`src/rtl/bft_pkg.sv`:
```
// Shared definitions for BFT leaf-side blocks.
//   PKT_W           : packet width
//   *_HI / *_LO     : packet field bit positions
//   bft_pkt_t       : packed view of a packet
//   egress_state_t  : state of the egress output holding register
package bft_pkg;

    localparam int unsigned PKT_W        = 49;
    localparam int unsigned VALID_BIT    = 48;
    localparam int unsigned DEST_LEAF_HI = 47;
    localparam int unsigned DEST_LEAF_LO = 43;
    localparam int unsigned DEST_PORT_HI = 42;
    localparam int unsigned DEST_PORT_LO = 39;
    localparam int unsigned TAG_HI       = 38;
    localparam int unsigned TAG_LO       = 32;
    localparam int unsigned PAYLOAD_HI   = 31;
    localparam int unsigned PAYLOAD_LO   = 0;

    typedef struct packed {
        logic        valid;
        logic [4:0]  dest_leaf;
        logic [3:0]  dest_port;
        logic [6:0]  tag;
        logic [31:0] payload;
    } bft_pkt_t;

    typedef enum logic {
        EG_IDLE,
        EG_SEND
    } egress_state_t;

endpackage

```
`src/rtl/bft_sync_fifo.sv`:
```
// Synchronous FIFO, single clock, synchronous active-high reset.
//   push / push_data : write request; taken when not full, or when full
//                      and a pop happens in the same cycle
//   pop / pop_data   : pop request; pop_data shows the head (valid when !empty);
//                      ignored when empty (no write-to-read bypass)
//   full / empty     : occupancy flags
//   level            : number of stored entries, 0..DEPTH
// DEPTH must be a power of 2 and at least 2.
module bft_sync_fifo #(
    parameter int unsigned WIDTH = 49,
    parameter int unsigned DEPTH = 16
) (
    input  logic                     clk,
    input  logic                     reset,
    input  logic                     push,
    input  logic [WIDTH-1:0]         push_data,
    input  logic                     pop,
    output logic [WIDTH-1:0]         pop_data,
    output logic                     full,
    output logic                     empty,
    output logic [$clog2(DEPTH):0]   level
);

    localparam int unsigned AW = $clog2(DEPTH);

    logic [WIDTH-1:0] mem [DEPTH];
    logic [AW:0]      wr_ptr;
    logic [AW:0]      rd_ptr;
    logic             do_push;
    logic             do_pop;

    // Pointers carry one extra wrap bit so full and empty are distinguishable.
    assign level    = wr_ptr - rd_ptr;
    assign full     = level[AW];
    assign empty    = (level == '0);
    assign do_pop   = pop && !empty;
    assign do_push  = push && (!full || do_pop);
    assign pop_data = mem[rd_ptr[AW-1:0]];

    always_ff @(posedge clk) begin
        if (reset) begin
            wr_ptr <= '0;
            rd_ptr <= '0;
        end else begin
            if (do_push) wr_ptr <= wr_ptr + (AW+1)'(1);
            if (do_pop)  rd_ptr <= rd_ptr + (AW+1)'(1);
        end
    end

    always_ff @(posedge clk) begin
        if (do_push) mem[wr_ptr[AW-1:0]] <= push_data;
    end

endmodule

```
`src/rtl/bft_leaf_endpoint.sv`:
```
// BFT-side endpoint of a leaf page.
//   clk, reset               : clock, synchronous active-high reset
//   noc_in_pkt               : packet from the BFT switch
//   din_leaf_bft2interface   : registered copy of noc_in_pkt when addressed here, else 0
//   dout_leaf_interface2bft  : packet from the page into the egress FIFO
//   resend                   : page packet of the previous cycle was refused
//   noc_out_pkt              : egress holding register toward the switch
//   noc_out_resend           : switch refuses the packet presented this cycle
//   ap_start_in / ap_start   : start pulse in, sticky start level out
//   egress_level             : FIFO occupancy (holding register excluded)
//   misroute_cnt / drop_cnt  : saturating status counters
module bft_leaf_endpoint #(
    parameter int unsigned PKT_W      = bft_pkg::PKT_W,
    parameter logic [4:0]  LEAF_ADDR  = 5'd0,
    parameter int unsigned FIFO_DEPTH = 16,
    parameter int unsigned CNT_W      = 16
) (
    input  logic                          clk,
    input  logic                          reset,
    input  logic [PKT_W-1:0]              noc_in_pkt,
    output logic [PKT_W-1:0]              noc_out_pkt,
    input  logic                          noc_out_resend,
    output logic [PKT_W-1:0]              din_leaf_bft2interface,
    input  logic [PKT_W-1:0]              dout_leaf_interface2bft,
    output logic                          resend,
    input  logic                          ap_start_in,
    output logic                          ap_start,
    output logic [$clog2(FIFO_DEPTH):0]   egress_level,
    output logic [CNT_W-1:0]              misroute_cnt,
    output logic [CNT_W-1:0]              drop_cnt
);

    import bft_pkg::*;

    logic             in_valid;
    logic             in_match;
    logic             page_valid;
    logic             page_accept;
    logic             fifo_pop;
    logic             fifo_full;
    logic             fifo_empty;
    logic [PKT_W-1:0] fifo_head;

    egress_state_t    state_q, state_d;
    logic [PKT_W-1:0] out_q, out_d;

    // ---------------- ingress filter ----------------
    assign in_valid = noc_in_pkt[VALID_BIT];
    assign in_match = (noc_in_pkt[DEST_LEAF_HI:DEST_LEAF_LO] == LEAF_ADDR);

    always_ff @(posedge clk) begin
        if (reset) begin
            din_leaf_bft2interface <= '0;
            misroute_cnt           <= '0;
        end else begin
            din_leaf_bft2interface <= (in_valid && in_match) ? noc_in_pkt : '0;
            if (in_valid && !in_match && misroute_cnt != '1)
                misroute_cnt <= misroute_cnt + CNT_W'(1);
        end
    end

    // ---------------- egress FIFO ----------------
    // A pop in the same cycle frees a slot, so a full FIFO still accepts.
    assign page_valid  = dout_leaf_interface2bft[VALID_BIT];
    assign page_accept = page_valid && (!fifo_full || fifo_pop);

    bft_sync_fifo #(
        .WIDTH (PKT_W),
        .DEPTH (FIFO_DEPTH)
    ) u_fifo (
        .clk       (clk),
        .reset     (reset),
        .push      (page_accept),
        .push_data (dout_leaf_interface2bft),
        .pop       (fifo_pop),
        .pop_data  (fifo_head),
        .full      (fifo_full),
        .empty     (fifo_empty),
        .level     (egress_level)
    );

    always_ff @(posedge clk) begin
        if (reset) begin
            resend   <= 1'b0;
            drop_cnt <= '0;
        end else begin
            resend <= page_valid && !page_accept;
            if (page_valid && !page_accept && drop_cnt != '1)
                drop_cnt <= drop_cnt + CNT_W'(1);
        end
    end

    // ---------------- egress holding register ----------------
    always_ff @(posedge clk) begin
        if (reset) begin
            state_q <= EG_IDLE;
            out_q   <= '0;
        end else begin
            state_q <= state_d;
            out_q   <= out_d;
        end
    end

    // noc_out_resend only matters while a packet is being presented.
    always_comb begin
        state_d  = state_q;
        out_d    = out_q;
        fifo_pop = 1'b0;
        case (state_q)
            EG_IDLE: begin
                if (!fifo_empty) begin
                    fifo_pop = 1'b1;
                    out_d    = fifo_head;
                    state_d  = EG_SEND;
                end
            end
            EG_SEND: begin
                if (!noc_out_resend) begin
                    if (!fifo_empty) begin
                        fifo_pop = 1'b1;
                        out_d    = fifo_head;
                    end else begin
                        out_d   = '0;
                        state_d = EG_IDLE;
                    end
                end
            end
            default: begin
                out_d   = '0;
                state_d = EG_IDLE;
            end
        endcase
    end

    assign noc_out_pkt = out_q;

    // ---------------- start level ----------------
    always_ff @(posedge clk) begin
        if (reset) ap_start <= 1'b0;
        else if (ap_start_in) ap_start <= 1'b1;
    end

endmodule

```
`config.mk`:
```
export PLATFORM = sky130hd
export DESIGN_NAME = bft_leaf_endpoint
export DESIGN_NICKNAME = d
export VERILOG_FILES = /design/src/rtl/bft_pkg.sv /design/src/rtl/bft_sync_fifo.sv /design/src/rtl/bft_leaf_endpoint.sv
export SDC_FILE = /design/constraint.sdc
export NUM_CORES = 1
export LEC_CHECK = 0
export BUFFER_PORTS_ARGS = -buffer_cell sky130_fd_sc_hd__buf_2
export CAP_MARGIN = 20
export CORE_ASPECT_RATIO = 1.4
export CORE_UTILIZATION = 64
export CTS_BUF_LIST = sky130_fd_sc_hd__clkbuf_16
export DETAILED_ROUTE_END_ITERATION = 16
export GPL_TIMING_DRIVEN = 0
export HOLD_SLACK_MARGIN = 0.12
export MAX_ROUTING_LAYER = met4
export PLACE_DENSITY_LB_ADDON = 0.08
export SLEW_MARGIN = 20
export SYNTH_ARGS = -nofsm -noshare
export SYNTH_HDL_FRONTEND = slang
export SYNTH_SLANG_ARGS = --single-unit
```
`constraint.sdc`:
```
create_clock -name clk -period 13.6 [get_ports clk]
set_clock_uncertainty 0.2 [all_clocks]
set_input_delay 1.36 -clock clk [delete_from_list [all_inputs] [get_ports clk]]
set_output_delay 1.36 -clock clk [all_outputs]
set_load 0.05 [all_outputs]
```
==> results of run 1 <==
[state kept, by name, indices dropped and copies added, names as in the netlist, named ones only]
name and count:
ap_start 1, din_leaf_bft2interface 49, drop_cnt 16, misroute_cnt 16, noc_out_pkt 49, resend 1
state_q 1, u_fifo.mem 784, u_fifo.rd_ptr 5, u_fifo.wr_ptr 5
[cells in the mapped netlist, drive strengths merged, types with 13 or more instances]
cell type  count  area share
edfxtp       784        0.68
nand4         14      0.0027
mux4         196        0.13
nand2         22      0.0025
a21oi         16      0.0023
and2          46      0.0083
buf           40      0.0063
o21ai         58      0.0084
dfxtp        147       0.085
xor2          26      0.0066
nor2          58      0.0063
mux2i         50       0.014
a22oi         49       0.011
a22o          49       0.012
nor3          13      0.0025
clkbuf        51      0.0055
[final timing paths]
kind	slack (ns)	cells past startpoint	start	endpoint
setup / recovery	9.36	9	u_fifo.wr_ptr[0]	egress_level[4]
hold reg to reg	0.27	2	ap_start	ap_start
hold / removal	0.27	2	ap_start	ap_start
setup reg to reg	9.36	14	u_fifo.wr_ptr[0]	u_fifo.mem[2][3]
[kinds of logic (layout without fill, tap and decap cells)]
| logic type | after synthesis | count (layout) | synth area share |
|---|---|---|---|
| multiplexers | 247 | 247 | 0.142 |
| AO/OA/AOI/OAI | 182 | 182 | 0.0362 |
| buffers and inverters | 102 | 550 | 0.0130 |
| other | 1 | 8 | 0.000108 |
| adder cells (fa/ha/maj) | 12 | 12 | 0.00456 |
| flip-flops | 931 | 931 | 0.765 |
| XOR/XNOR | 34 | 34 | 0.00860 |
| AND/OR/NAND/NOR | 193 | 193 | 0.0299 |
[per-layer routing]
| metal | track usage | vias to the layer above |
|---|---|---|
| met3 | 0.0399 | 190 |
| li1 | - | 7713 |
| met2 | 0.515 | 1014 |
| met4 | 0.123 | 0 |
| met1 | 0.387 | 9509 |
| met5 | - | - |
[layout make-up]
type	instances	area, µm²	share of cell area
inverter	11	41.3	0.00102
antenna	3	7.51	0.000186
buffer	91	409	0.0101
clock buffer	87	2180	0.0540
clock inverter	66	408	0.0101
timing repair buffer	295	2080	0.0516
multi-input combinational	673	7810	0.194
sequential	931	26500	0.657
tap	714	893	0.0222
[cell usage in the layout (no fill, tap or decap), drive strengths merged, types with 26 or more instances in the layout]
cell type	count
a22o	49
and2	46
dfxtp	147
a22oi	49
buf	335
nor2	58
clkinv	35
mux4	196
edfxtp	784
xor2	26
clkbuf	138
o21ai	58
inv	34
mux2i	50
[worst max-delay path: stages, from the launching register on]
cell and delay, ns:
dfxtp_1 0.35, inv_1 0.12, ha_1 0.18, inv_1 0.05, fa_1 0.42, nand3_1 0.11
a21oi_1 0.09, nor2_1 0.31, buf_4 0.17, buf_2 0.25
[power groups by stage]
stage                     Combinational [mW]  Sequential [mW]  Clock, mW
after CTS                               1.63             3.29       2.25
after global placement                  1.56             3.36          0
final                                   1.61             3.29       2.23
after detailed placement                1.61             3.35          0
after floorplan                        0.907             3.58          0
after global routing                    1.70             3.30       2.35
==> run_results.csv, run 1 <==
group,metric,value,unit
sta,finalCriticalPeriod,4.24,ns
sta,worst_slack,9.36,ns
clock_network,post_cts_buffers,0,
logic_synthesis,synth_edf_count,784,
critical_path,critPathKind,"reg2out",
global_routing,antenna_found_initial,2,
detailed_routing,vias,18426,
pwr,ir_drop,0.203,mV
sta,slew-limit-headroom,0.247,
layout,fillers,3045,
critical_path,cp.arrival,2.68,ns
layout,instances_no_fill,2871,
clock_network,cts_resized,0,
floorplan,dieArea,55000,µm²
pwr,combPwrFrac,0.226,
logic_synthesis,ys_seq_area_frac,0.765,
placed_design,pre_cts_slack,9.18,ns
pwr,power,7.14,mW
layout,drive_gt1_frac,0.312,
global_routing,overflow,0,
clock_network,cts_tree,"yes",
clock_network,cts_root_buffer,"clkbuf_16",
floorplan,ios,239,
pwr,p_leak,13.5,nW
floorplan,start_util,0.649,
global_routing,grt_max_degree,21,
clock_network,cts_buffers,82,
clock_network,cts_buffer_depth,3,
pwr,pwr-share-seq,0.461,
logic_synthesis,synth.distinct_cells,51,
floorplan,dieHeight,277,µm
sta,setup_tns,0,ns
sta,worstMarginPinSlew,1.13,ns
placed_design,finalWeightedCongestion,0.804,
clock_network,htreeDepth,3,
clock_network,clk_latency,0.63,ns
detailed_routing,viasPerCell,6.42,
detailed_routing,ant_nets,0,
clock_network,cts_hold_buf,0,
global_routing,grt_usage,0.309,
pwr,p_switching,2.06,mW
sta,slew_violations,0,
critical_path,cp_data_required_time,12.04,ns
global_routing,grt_pass1_vias,18841,
critical_path,critPathMaxFanout,5,
logic_synthesis,synth-main-ff-cell,"edfxtp_1",
logic_synthesis,synth_seq_cells,931,
logic_synthesis,syn_area,34600,µm²
pwr,internal-power,5.08,mW
job,max-cap-violations,0,
pwr,swShare,0.289,
clock_network,clock-sinks,931,
layout,nets,2199,
detailed_routing,routed_wl,79800,µm
sta,rsz0062_at_grt,"no",
detailed_routing,post_drt_wl_per_cell,27.8,µm
min_path,min-delay-path-class,"reg2reg",
floorplan,rows,100,
critical_path,critPathCaptureType,"primary output",
sta,period_share,0.312,
logic_synthesis,synth_area_per_cell,20.3,µm²
logic_synthesis,yosysWarnings,0,
detailed_routing,met3_length,5810,µm
sta,holdWs,0.267,ns
sta,fmax,236,MHz
pwr,clkPwrFrac,0.313,
placed_design,place_area,37700,µm²
floorplan,die_w,199,µm
sta,hold_viol,0,
sta,finalSetupViolCount,0,
logic_synthesis,async_flop_share,0,
critical_path,start_kind,"flip-flop",
global_routing,grt_pass1_wl,117000,µm
placed_design,dp_cells,2715,
detailed_routing,met2_length,41700,µm
layout,area_delta_synth_final,16.5,%
detailed_routing,top_layer,"met4",
logic_synthesis,synthCells,1702,
placed_design,port_buffers,238,
floorplan,core,53300,µm²
detailed_routing,met1_length,29600,µm
clock_network,clk_pin_slew,0.06,ns
placed_design,hpwl,50300,µm
pwr,power_per_cell_area,177,nW/µm²
detailed_routing,drt_iter0_markers,1612,
layout,final_area,40300,µm²
layout,final_util,0.756,
detailed_routing,drc,0,
detailed_routing,dr.pass1.iters,6,
run_status,status,"complete, no violations",
Note: power is estimated with default switching activity, not from simulation.
==> inputs of run 2 (changes only) <==
--- a/config.mk
+++ b/config.mk
@@ -8,7 +8,7 @@
 export BUFFER_PORTS_ARGS = -buffer_cell sky130_fd_sc_hd__buf_2
 export CAP_MARGIN = 20
 export CORE_ASPECT_RATIO = 1.4
-export CORE_UTILIZATION = 64
+export CORE_UTILIZATION = 54
 export CTS_BUF_LIST = sky130_fd_sc_hd__clkbuf_16
 export DETAILED_ROUTE_END_ITERATION = 16
 export GPL_TIMING_DRIVEN = 0
==> constraint.sdc (replaced) <==
create_clock -name clk -period 3.6 [get_ports clk]
set_clock_uncertainty 0.2 [all_clocks]
set_input_delay 0.36 -clock clk [delete_from_list [all_inputs] [get_ports clk]]
set_output_delay 0.36 -clock clk [all_outputs]
set_load 0.05 [all_outputs]
==> run 2 against run 1 <==
Effect of this change: clock power rose to 3.9 times the previous value; non-clock buffer count up 109; first-iteration DRC count down 10%; worst hold slack worse by 0.0060 ns; critical path type is now reg2reg; wire length down 0.68%; sequential share of layout area down 2.3 points; design area up 3.7%; global-route usage down 5.3 points; core utilization down 9.6 points; final cell count up 8.0%; register-to-register slack worse by 9.2 ns.
==> run_results.csv, run 2 (synthesis results as in run 1) <==
group,metric,value,unit
detailed_routing,ant_nets,0,
detailed_routing,post_drt_wl_per_cell,25.6,µm
detailed_routing,drc,0,
global_routing,grt_pass1_vias,18760,
sta,finalSetupViolCount,0,
clock_network,cts_buffers,85,
pwr,ir_drop,0.827,mV
placed_design,finalWeightedCongestion,0.779,
run_status,status,"complete, no violations",
layout,final_area,41800,µm²
critical_path,timing.rr.start,"u_fifo.rd_ptr[0]",
sta,fmax,288,MHz
sta,worstMarginPinSlew,1.05,ns
placed_design,dp_cells,2821,
pwr,power_per_cell_area,651,nW/µm²
sta,period_share,0.963,
critical_path,r2r_end,"u_fifo.mem[2][44]",
pwr,p_leak,14.1,nW
detailed_routing,vias,18017,
clock_network,cts_root_buffer,"clkbuf_16",
detailed_routing,dr.pass1.iters,5,
clock_network,cts_tree,"yes",
sta,hold_viol,0,
layout,seq_area,26500,µm²
floorplan,dieArea,65100,µm²
clock_network,clk_pin_slew,0.06,ns
layout,area_delta_synth_final,20.8,%
layout,fillers,4275,
min_path,whs_path_depth,5,
min_path,min_from,"noc_in_pkt[47]",
detailed_routing,routed_wl,79300,µm
detailed_routing,drt_iter0_markers,1443,
layout,largest_register_ffs,784,
critical_path,cp.arrival,3.59,ns
critical_path,path_delay_family,"buffers and inverters",
detailed_routing,viasPerCell,5.81,
detailed_routing,met3_length,4150,µm
floorplan,start_util,0.547,
sta,slew-limit-headroom,0.302,
sta,worst_slack,0.132,ns
pwr,power,27.2,mW
critical_path,slowest_delay,0.45,ns
placed_design,port_buffers,238,
detailed_routing,met1_length,31400,µm
floorplan,rows,109,
clock_network,clk_latency,0.63,ns
clock_network,cts_buffer_depth,3,
critical_path,path_cells,"ha_1 > inv_1 > fa_2 > and3_4 > nor3_2 > o31a_1 > buf_4 > nand2_2 > nor3_4 > buf_8 > buf_6 > buf_6",
placed_design,pre_cts_slack,-0.318,ns
sta,slew_violations,0,
layout,final_util,0.660,
critical_path,crit_top_cell,"buf_6",
global_routing,overflow,0,
global_routing,grt_max_degree,21,
floorplan,dieHeight,302,µm
min_path,min_to,"din_leaf_bft2interface[48]",
placed_design,place_area,37900,µm²
layout,drive_gt1_frac,0.299,
critical_path,critPathSlowestCell,"dfxtp_1",
global_routing,antenna_found_initial,2,
clock_network,clock-sinks,931,
floorplan,core,63300,µm²
placed_design,hpwl,51300,µm
min_path,min-delay-path-class,"in2reg",
critical_path,reg2regPathDepth,12,
critical_path,cp_data_required_time,3.72,ns
layout,multiInputGateArea,7840,µm²
global_routing,grt_usage,0.256,
critical_path,start_kind,"flip-flop",
sta,holdWs,0.261,ns
floorplan,die_w,216,µm
critical_path,critPathMaxFanout,12,
layout,final_common_cell,"edfxtp_1",
critical_path,critPathCaptureType,"flip-flop",
critical_path,critPathKind,"reg2reg",
layout,nets,2311,
clock_network,htreeDepth,3,
sta,setup_tns,0,ns
global_routing,grt_pass1_wl,117000,µm
sta,finalCriticalPeriod,3.47,ns
detailed_routing,top_layer,"met4",
job,max-cap-violations,0,
layout,final_cell_mix,"784 x edfxtp_1, 267 x buf_2, 196 x mux4_2, 147 x dfxtp_1, 102 x dlygate4sd3_1",
detailed_routing,met2_length,41900,µm
critical_path,r2r_slack,0.13,ns
floorplan,ios,239,
layout,instances_no_fill,3100,
critical_path,critical_path_buf_inv_count,5,
## run 2: worst reg2reg max path, delay by kind of cell, from the launching register on
family,cells,cell delay [ns]
fa+ha+maj,2,0.59
buf+inv,5,0.91
flops,1,0.45
simple gates,4,0.84
compound gates,1,0.17
## run 2: final cells by class
class | count | share of cell area
Sequential cell | 931 | 0.634
Multi-Input combinational cell | 673 | 0.188
Timing Repair Buffer | 404 | 0.0794
Clock buffer | 90 | 0.0539
Tap cell | 832 | 0.0249
Buffer | 91 | 0.00988
Clock inverter | 66 | 0.00946
Inverter | 11 | 0.000988
Antenna cell | 2 | 0.000120
## run 2: worst max path at each step
stage / from / endpoint / slack (ns) / cells past startpoint
after global placement: u_fifo.rd_ptr[0] / u_fifo.mem[4][2] / -1.88 / 9
final: u_fifo.rd_ptr[0] / u_fifo.mem[2][44] / 0.13 / 12
after CTS: u_fifo.rd_ptr[0] / u_fifo.mem[9][45] / -0.002 / 10
after floorplan: u_fifo.wr_ptr[0] / u_fifo.mem[12][0] / -0.12 / 10
after global routing: u_fifo.rd_ptr[0] / u_fifo.mem[2][46] / -0.004 / 12
after detailed placement: u_fifo.rd_ptr[0] / u_fifo.mem[2][41] / -0.32 / 12
## run 2: report_power, final
| part | internal, mW | switching, mW |
|---|---|---|
| Clock | 4.79 | 3.81 |
| Sequential | 12.2 | 0.237 |
| Combinational | 2.42 | 3.75 |
| Total | 19.4 | 7.80 |
## run 2: routing by layer
metal | vias to the layer above | GRT usage
met3 | 120 | 0.0334
met4 | 0 | 0.0828
li1 | 7941 | -
met2 | 603 | 0.442
met1 | 9353 | 0.315
met5 | - | -
## run 2: what timing repair did
action / in CTS / in global routing
resized for setup: 1 / 2
hold buffers: 102 / 0
setup endpoints to repair: 123 / 109
buffers inserted: 12 / 7
endpoints found under the hold margin: 839 / 0
pin swaps: 6 / 3
==> inputs of run 3 (changes only) <==
--- a/config.mk
+++ b/config.mk
@@ -15,6 +15,7 @@
 export HOLD_SLACK_MARGIN = 0.12
 export MAX_ROUTING_LAYER = met4
 export PLACE_DENSITY_LB_ADDON = 0.08
+export RECOVER_POWER = 100
 export SLEW_MARGIN = 20
 export SYNTH_ARGS = -nofsm -noshare
 export SYNTH_HDL_FRONTEND = slang
==> run 3 against run 2 <==
Effect of this change: setup slack got worse by 0.027 ns; worst hold slack improved by 0.012 ns; maximum frequency is 0.78% lower; critical path type unchanged; core utilization is 1.1 points lower; design area down 1.7%; total power down 0.41%; wire length about the same; first-iteration DRC count is 1.4% higher; die area is the same; critical path depth down 2; combinational power is 2% lower; sequential power hardly changed.
==> run_results.csv, run 3 (synthesis results as in run 1) <==
group,metric,value,unit
run_status,status,"complete, no violations",
detailed_routing,ant_nets,0,
placed_design,dp_cells,2821,
pwr,p_leak,13.2,nW
clock_network,clk_latency,0.63,ns
critical_path,cp.arrival,3.87,ns
critical_path,critPathSlowestCell,"clkbuf_1",
sta,setup_tns,0,ns
critical_path,cp.depth,10,
clock_network,cts_buffer_depth,3,
clock_network,clock-sinks,931,
sta,slew_violations,0,
global_routing,antenna_found_initial,2,
pwr,power_per_cell_area,660,nW/µm²
critical_path,timing.rr.start,"u_fifo.rd_ptr[0]",
pwr,power,27.1,mW
floorplan,start_util,0.547,
layout,largest_register_ffs,784,
layout,final_common_cell,"edfxtp_1",
sta,holdWs,0.272,ns
detailed_routing,post_drt_wl_per_cell,25.6,µm
min_path,whs_path_depth,3,
min_path,min-delay-path-class,"in2reg",
clock_network,clk_pin_slew,0.06,ns
layout,nets,2311,
layout,final_util,0.649,
floorplan,die_w,216,µm
detailed_routing,routed_wl,79300,µm
sta,slew-limit-headroom,0.292,
detailed_routing,viasPerCell,5.82,
global_routing,grt_max_degree,21,
floorplan,dieHeight,302,µm
global_routing,overflow,0,
clock_network,cts_root_buffer,"clkbuf_16",
critical_path,reg2regPathDepth,10,
layout,final_cell_mix,"784 x edfxtp_1, 243 x clkbuf_1, 196 x mux4_2, 147 x dfxtp_1, 102 x dlygate4sd3_1",
placed_design,finalWeightedCongestion,0.779,
critical_path,critPathKind,"reg2reg",
layout,instances_no_fill,3100,
detailed_routing,drt_iter0_markers,1463,
critical_path,critPathCaptureType,"flip-flop",
sta,rsz0062_at_grt,"no",
pwr,ir_drop,0.799,mV
layout,fillers,4451,
detailed_routing,vias,18046,
clock_network,cts_buffers,85,
critical_path,critPathMaxFanout,10,
job,max-cap-violations,0,
sta,period_share,0.971,
floorplan,rows,109,
floorplan,dieArea,65100,µm²
critical_path,critical_path_buf_inv_count,2,
global_routing,grt_pass1_wl,117000,µm
sta,worstMarginPinSlew,1.06,ns
clock_network,cts_tree,"yes",
floorplan,ios,239,
layout,area_delta_synth_final,18.7,%
clock_network,htreeDepth,3,
critical_path,start_kind,"flip-flop",
placed_design,pre_cts_slack,-0.318,ns
critical_path,slowest_delay,0.64,ns
placed_design,port_buffers,238,
global_routing,grt_usage,0.256,
critical_path,path_cells,"ha_1 > inv_1 > fa_2 > nand3_1 > a21oi_1 > nor2_1 > nor3_4 > nor3_2 > clkbuf_1 > a22o_1",
min_path,min_from,"noc_in_pkt[9]",
sta,worst_slack,0.104,ns
detailed_routing,drc,0,
layout,drive_gt1_frac,0.212,
critical_path,path_delay_family,"simple AND/OR/NAND/NOR gates",
sta,finalSetupViolCount,0,
sta,fmax,286,MHz
critical_path,cp_data_required_time,3.97,ns
placed_design,place_area,37900,µm²
global_routing,grt_pass1_vias,18760,
detailed_routing,dr.pass1.iters,5,
critical_path,cp-startpoint,"u_fifo.rd_ptr[0]",
sta,finalCriticalPeriod,3.50,ns
sta,hold_viol,0,
placed_design,hpwl,51300,µm
layout,final_area,41100,µm²
floorplan,core,63300,µm²
[run 3: metal layers]
layer | GRT usage | wire length (µm) | vias to the layer above
li1 | - | - | 7938
met1 | 0.315 | 31100 | 9370
met2 | 0.442 | 41900 | 612
met3 | 0.0334 | 4350 | 126
met4 | 0.0828 | 1940 | 0
met5 | - | 0 | -
[run 3: cell type report]
cell class	instances	area (µm²)	share of cell area
Antenna cell	2	5.00	0.000122
Multi-Input combinational cell	673	7810	0.190
Clock inverter	66	395	0.00963
Timing Repair Buffer	404	2630	0.0641
Sequential cell	931	26500	0.645
Tap cell	832	1040	0.0253
Buffer	91	408	0.00993
Inverter	11	41.3	0.00101
Clock buffer	90	2250	0.0548
[run 3: final timing paths]
path	slack (ns)	end
worst max-delay path	0.10	noc_out_pkt[34]
worst min-delay path	0.27	din_leaf_bft2interface[9]
worst max register to register	0.10	noc_out_pkt[34]
worst min register to register	0.28	noc_out_pkt[17]
[run 3: what timing repair did]
item | 4_1_cts | 5_1_grt
hold buffers | 102 | 0
pin swaps | 6 | 3
setup buffers | 12 | 7
setup endpoints to repair | 123 | 109
resized for setup | 1 | 2
hold endpoints to repair | 839 | 0
[run 3: power by group]
| group | leakage [nW] | switching [mW] | internal (mW) |
|---|---|---|---|
| Combinational | 3.55 | 3.76 | 2.29 |
| Clock | 1.38 | 3.80 | 4.79 |
| Sequential | 8.28 | 0.245 | 12.2 |
| Total | 13.2 | 7.81 | 19.3 |
[run 3: worst reg2reg max path, cell delays in order (launching register included)]
cell	delay, ns
dfxtp_1	0.45
ha_1	0.22
inv_1	0.06
fa_2	0.37
nand3_1	0.11
a21oi_1	0.09
nor2_1	0.32
nor3_4	0.14
nor3_2	0.58
clkbuf_1	0.64
a22o_1	0.25
